--- src/rtl/word_loader.sv ---
// word_loader: splits a valid/ready byte stream into words on DELIM or newline,
// writes each word null-terminated into the matcher's input SRAM from address 0,
// pulses the matcher start, waits for done/found and hands back one result per
// word before re-arming the matcher.
// Optional build macro: WORD_LOADER_LOWERCASE_EN folds 'A'-'Z' to lower case on
// write (length and delimiter decisions always use the original byte).
module word_loader #(
    parameter int ADDR_WIDTH = 4,
    parameter int DATA_WIDTH = 8,
    parameter logic [DATA_WIDTH-1:0] DELIM = 8'h20
) (
    input  logic                  clk,
    input  logic                  rst,
    input  logic                  in_valid,
    input  logic [DATA_WIDTH-1:0] in_data,
    output logic                  in_ready,
    output logic                  wr_en,
    output logic [ADDR_WIDTH-1:0] wr_addr,
    output logic [DATA_WIDTH-1:0] wr_data,
    output logic                  match_cs,
    output logic                  match_rst_n,
    input  logic                  match_done,
    input  logic                  match_found,
    output logic                  res_valid,
    input  logic                  res_ready,
    output logic                  res_found,
    output logic                  res_ovf,
    output logic [ADDR_WIDTH-1:0] res_len
);

    typedef enum logic [2:0] {
        S_FILL    = 3'd0,
        S_DISCARD = 3'd1,
        S_TERM    = 3'd2,
        S_START   = 3'd3,
        S_WAIT    = 3'd4,
        S_REPORT  = 3'd5
    } state_t;

    localparam logic [ADDR_WIDTH-1:0] LEN_MAX  = {ADDR_WIDTH{1'b1}};
    localparam logic [ADDR_WIDTH-1:0] LEN_ZERO = {ADDR_WIDTH{1'b0}};
    localparam logic [ADDR_WIDTH-1:0] LEN_ONE  = {{(ADDR_WIDTH-1){1'b0}}, 1'b1};
    localparam logic [DATA_WIDTH-1:0] NEWLINE  = DATA_WIDTH'(8'h0A);
    localparam logic [DATA_WIDTH-1:0] NUL      = {DATA_WIDTH{1'b0}};

`ifdef WORD_LOADER_LOWERCASE_EN
    // Fold an upper-case ASCII letter to lower case; anything else passes through.
    function automatic logic [DATA_WIDTH-1:0] to_lower(input logic [DATA_WIDTH-1:0] b);
        if ((b >= DATA_WIDTH'(8'h41)) && (b <= DATA_WIDTH'(8'h5A))) begin
            to_lower = b + DATA_WIDTH'(8'h20);
        end else begin
            to_lower = b;
        end
    endfunction
`endif

    state_t                state_r, state_s;
    logic [ADDR_WIDTH-1:0] len_r, len_s;
    logic                  in_ready_r, in_ready_s;
    logic                  wr_en_r, wr_en_s;
    logic [ADDR_WIDTH-1:0] wr_addr_r, wr_addr_s;
    logic [DATA_WIDTH-1:0] wr_data_r, wr_data_s;
    logic                  match_cs_r, match_cs_s;
    logic                  match_rst_n_r, match_rst_n_s;
    logic                  res_valid_r, res_valid_s;
    logic                  res_found_r, res_found_s;
    logic                  res_ovf_r, res_ovf_s;
    logic [ADDR_WIDTH-1:0] res_len_r, res_len_s;
    logic                  accept_s;
    logic                  is_delim_s;
    logic [DATA_WIDTH-1:0] wr_char_s;

    assign accept_s   = in_valid && in_ready_r;
    assign is_delim_s = (in_data == DELIM) || (in_data == NEWLINE);

`ifdef WORD_LOADER_LOWERCASE_EN
    assign wr_char_s = to_lower(in_data);
`else
    assign wr_char_s = in_data;
`endif

    // Next-state and next-output logic; every output is registered from these values.
    always_comb begin
        state_s       = state_r;
        len_s         = len_r;
        wr_en_s       = 1'b0;
        wr_addr_s     = wr_addr_r;
        wr_data_s     = wr_data_r;
        match_cs_s    = 1'b0;
        match_rst_n_s = 1'b1;
        res_valid_s   = res_valid_r;
        res_found_s   = res_found_r;
        res_ovf_s     = res_ovf_r;
        res_len_s     = res_len_r;
        case (state_r)
            S_FILL: begin
                if (accept_s) begin
                    if (is_delim_s) begin
                        if (len_r != LEN_ZERO) begin
                            // Terminator goes out the cycle after the delimiter.
                            wr_en_s   = 1'b1;
                            wr_addr_s = len_r;
                            wr_data_s = NUL;
                            state_s   = S_TERM;
                        end else begin
                            state_s = S_FILL;
                        end
                    end else if (len_r == LEN_MAX) begin
                        // No room left for the terminator slot: give up on this word.
                        res_ovf_s = 1'b1;
                        state_s   = S_DISCARD;
                    end else begin
                        wr_en_s   = 1'b1;
                        wr_addr_s = len_r;
                        wr_data_s = wr_char_s;
                        len_s     = len_r + LEN_ONE;
                    end
                end else begin
                    state_s = S_FILL;
                end
            end
            S_DISCARD: begin
                if (accept_s && is_delim_s) begin
                    res_valid_s = 1'b1;
                    res_found_s = 1'b0;
                    res_len_s   = len_r;
                    state_s     = S_REPORT;
                end else begin
                    state_s = S_DISCARD;
                end
            end
            S_TERM: begin
                match_cs_s = 1'b1;
                state_s    = S_START;
            end
            S_START: begin
                state_s = S_WAIT;
            end
            S_WAIT: begin
                if (match_done) begin
                    res_valid_s = 1'b1;
                    res_found_s = match_found;
                    res_len_s   = len_r;
                    state_s     = S_REPORT;
                end else begin
                    state_s = S_WAIT;
                end
            end
            S_REPORT: begin
                if (res_ready) begin
                    // Handshake: pulse the matcher re-arm and start a fresh word.
                    res_valid_s   = 1'b0;
                    res_found_s   = 1'b0;
                    res_ovf_s     = 1'b0;
                    res_len_s     = LEN_ZERO;
                    len_s         = LEN_ZERO;
                    match_rst_n_s = 1'b0;
                    state_s       = S_FILL;
                end else begin
                    state_s = S_REPORT;
                end
            end
            default: begin
                state_s = S_FILL;
            end
        endcase
        in_ready_s = (state_s == S_FILL) || (state_s == S_DISCARD);
    end

    // State and output registers with synchronous reset.
    always_ff @(posedge clk) begin
        if (rst) begin
            state_r       <= S_FILL;
            len_r         <= LEN_ZERO;
            in_ready_r    <= 1'b1;
            wr_en_r       <= 1'b0;
            wr_addr_r     <= LEN_ZERO;
            wr_data_r     <= NUL;
            match_cs_r    <= 1'b0;
            match_rst_n_r <= 1'b0;
            res_valid_r   <= 1'b0;
            res_found_r   <= 1'b0;
            res_ovf_r     <= 1'b0;
            res_len_r     <= LEN_ZERO;
        end else begin
            state_r       <= state_s;
            len_r         <= len_s;
            in_ready_r    <= in_ready_s;
            wr_en_r       <= wr_en_s;
            wr_addr_r     <= wr_addr_s;
            wr_data_r     <= wr_data_s;
            match_cs_r    <= match_cs_s;
            match_rst_n_r <= match_rst_n_s;
            res_valid_r   <= res_valid_s;
            res_found_r   <= res_found_s;
            res_ovf_r     <= res_ovf_s;
            res_len_r     <= res_len_s;
        end
    end

    assign in_ready    = in_ready_r;
    assign wr_en       = wr_en_r;
    assign wr_addr     = wr_addr_r;
    assign wr_data     = wr_data_r;
    assign match_cs    = match_cs_r;
    assign match_rst_n = match_rst_n_r;
    assign res_valid   = res_valid_r;
    assign res_found   = res_found_r;
    assign res_ovf     = res_ovf_r;
    assign res_len     = res_len_r;

endmodule
--- config.mk ---
export PLATFORM = sky130hd
export DESIGN_NAME = word_loader
export DESIGN_NICKNAME = d
export VERILOG_FILES = /design/src/rtl/word_loader.sv
export SDC_FILE = /design/constraint.sdc
export NUM_CORES = 1
export LEC_CHECK = 0
export ABC_AREA = 0
export CAP_MARGIN = 20
export CORE_UTILIZATION = 52
export CTS_CLUSTER_SIZE = 14
export DETAILED_ROUTE_END_ITERATION = 8
export PLACE_DENSITY = 0.87
export SLEW_MARGIN = 0
export SYNTH_ARGS = -nofsm -noshare
export SYNTH_HDL_FRONTEND = slang
export SYNTH_SLANG_ARGS = --single-unit
--- constraint.sdc ---
create_clock -name clk -period 4.9 [get_ports clk]
set_input_delay 0.98 -clock clk [delete_from_list [all_inputs] [get_ports clk]]
set_output_delay 0.98 -clock clk [all_outputs]
set_load 0.02 [all_outputs]
==> metrics.md <==
| Metric | Value |
|---|---|
| Outcome | complete, no violations |
| # rows | 18 |
| Flip-flop and latch area | 601 um^2 |
| Primary FF master, synth | dfxtp_1 |
| RSZ-0062 raised after global routing | false |
| Share of layout cells above drive strength 1 | 7.65% |
| Tightest Hold Check Type | flop to flop |
| Power, Total | 481 uW |
| Place WS | 1.68 ns |
| ANT nets after route | 0 |
| Worst Setup End Kind | flop |
| Vias/cell | 5.58 |
| Top area cells in the synthesized netlist | dfxtp_1 (41%), mux2i_1 (11%), nand2_1 (8.6%), nand3_1 (2.4%), a21boi_0 (2.1%) |
| Synth top cells by count | nand2_1 (33), dfxtp_1 (30), mux2i_1 (16) |
| PnR worst setup slack | 2.00 ns |
| Core Util, Final | 73.6% |
| Post-CTS Setup Inserts | 0 |
| Clock Tree Buf Depth | 2 |
| CTS buffer count | 5 |
| Via count | 1262 |
| Initial DRT Pass Iterations | 4 |
| Sequential share of the synthesized area | 41.5% |
| CTS Sinks | 30 |
| Fill count | 195 |
| Net Sw Power | 125 uW |
| Clock power frac | 31.8% |
| Worst-Margin Slew | 0.815 ns |
| Grt ovf | 0 |
| Residual DRC count | 0 |
| Starting density of the core | 56.9% |
| Final setup viols | 0 |
| EDFF count, synth | 0 |
| Yosys reg bits | 30 |
| # hold bufs at CTS | 0 |
| Final cell count without fillers | 226 |
| Top-area cell type share of the netlist area | 41.5% |
| First-pass GRT wire length | 5320 um |
| Crit-path max FO | 13 |
| Power share of the combinational group | 14.5% |
| Achievable Freq | 0.345 GHz |
| Sw Ratio | 26.0% |
| Most common cell in the netlist | nand2_1 |
| Synthesized area | 1450 um^2 |
| Worst Clk Skew | 0.00419 ns |
| Routability Congestion | 0.890 |
| Peak VDD IR | 273 uV |
| Gr usage total | 25.6% |
| Core area | 2540 um^2 |
| Leakage power | 0.000759 uW |
| Nets | 211 |
| Resized Gates After CTS | 0 |
| Die Width | 54.8 um |
| Placed Cells | 218 |
| Slew Limit Headroom | 45.6% |
| H-tree depth | 2 |
| Initial antenna violation count | 0 |
| Vias in the first global route | 1182 |
| Post-synthesis cell count | 158 |
| Multi-input logic area | 790 um^2 |
| Die Ht | 54.8 um |
| Avg Inst Size Synth | 9.16 um^2 |
| Synth warn | 0 |
| Slew Viols, Final | 0 |
| Reg clk slew, reported paths | 0.09 ns |
| Post-route clock period utilization | 59.2% |
| Antenna cells | 0 |
| Wirelength per Cell | 14.7 um |
| Total Die Area | 3000 um^2 |
| Detailed Route WL | 3310 um |
| Clock latency on the worst-skew pair | 0.34 ns |
| P&R area growth vs syn | 29.5% |
| Port bufs | 36 |
| Root Buffer | clkbuf_4 |
| Critical path class | primary input to flop |
| CTS tree | built |
| Int Pwr | 356 uW |
| Final Critical Period | 2.90 ns |
| Final hold vios | 0 |
| Number of I/O pins | 37 |
| Hpwl dp | 2460 um |
| Ys async rst share | 0% |
| Netlist cell types | 45 |
| Setup TNS | 0 ns |
| Mapped Nets | 174 |
| DR iter-0 viols | 29 |
| Seq pwr share | 53.7% |
| Pin count of the biggest net entering global routing | 30 |
| Number of max-cap violations | 0 |
| Startpoint Class | primary input |
| Cell taking the most area after synthesis | dfxtp_1 |
| PD cells | 257 nW/um^2 |
| Worst Path Required | 5.18 ns |
| CP arrival | 3.18 ns |
layout by cell type (no fill, tap or decap), types with 2 or more instances in the layout:
master and n:
nand3b_1 2, ha_1 2, a2bb2oi_1 3, a21oi_1 3
a21boi_0 4, nand3_1 7, o21ai_0 2, nand4_1 2
dfxtp_1 30, nand2_1 33, and2_1 2, a21o_1 2
or3_1 3, mux2i_1 16, nor2b_1 2, clkdlybuf4s50_1 36
clkbuf_4 5, nor4_1 2, inv_1 7, o31ai_1 2
nor2_1 5
through the flow:
step | hold WS [ns] | cell area (um^2)
after floorplan | 0.478 | 1450
after CTS | 0.464 | 1870
after detailed placement | 0.447 | 1810
after global placement | 0.444 | 1810
after global routing | 0.489 | 1870
final | 0.462 | 1870
registers in the layout, indices dropped and copies added, names as in the netlist:
register     count
res_found        1
res_len          4
res_valid        1
wr_en            1
state_r          3
match_cs         1
wr_addr          4
res_ovf          1
match_rst_n      1
len_r            4
in_ready         1
wr_data          8
power groups by stage:
stage               logic [uW]  registers (uW)  clock network [uW]
detailed placement        69.6             264                   0
global placement          67.8             264                   0
floorplan                 30.7             271                   0
finish                    70.0             258                 153
CTS                       70.1             258                 156
global route              76.0             260                 166
per-layer routing:
metal,up-vias,wire length (um),track usage [%],part of all wire (%)
met4,0,89,11.5,2.7
met2,29,1620,41.0,49
met3,11,170,9.44,5.1
met1,585,1440,30.2,43
met5,-,0,0,0
li1,637,-,-,-
cell families after synthesis:
family	after synthesis	synth area share, %
compound gates	27	15.7
xor+xnor	1	0.605
mux	18	13.4
simple gates	67	23.1
buf+inv	13	3.98
fa+ha+maj	2	1.73
flops	30	41.5
area by class of cell:
type / count / share of cell area, %
multi-input combinational: 115 / 42.1
sequential: 30 / 32.0
clock inverter: 1 / 0.267
clock buffer: 7 / 2.94
inverter: 7 / 1.40
timing repair buffer: 36 / 19.2
tap: 30 / 2.00
critical path, cell delays in order:
cell             delay [ns]
clkdlybuf4s50_1        0.44
or4_4                  0.59
a211o_4                0.33
mux2i_4                0.53
o221a_2                0.30
worst paths after layout:
kind	start	endpoint	slack, ns	depth (start not counted)
min	wr_addr[0]	wr_addr[0]	0.46	2
min reg2reg	wr_addr[0]	wr_addr[0]	0.46	2
max	in_data[2]	wr_addr[3]	2.00	5
max reg2reg	len_r[0]	wr_addr[3]	2.89	6
(Power assumes the default switching activity.)
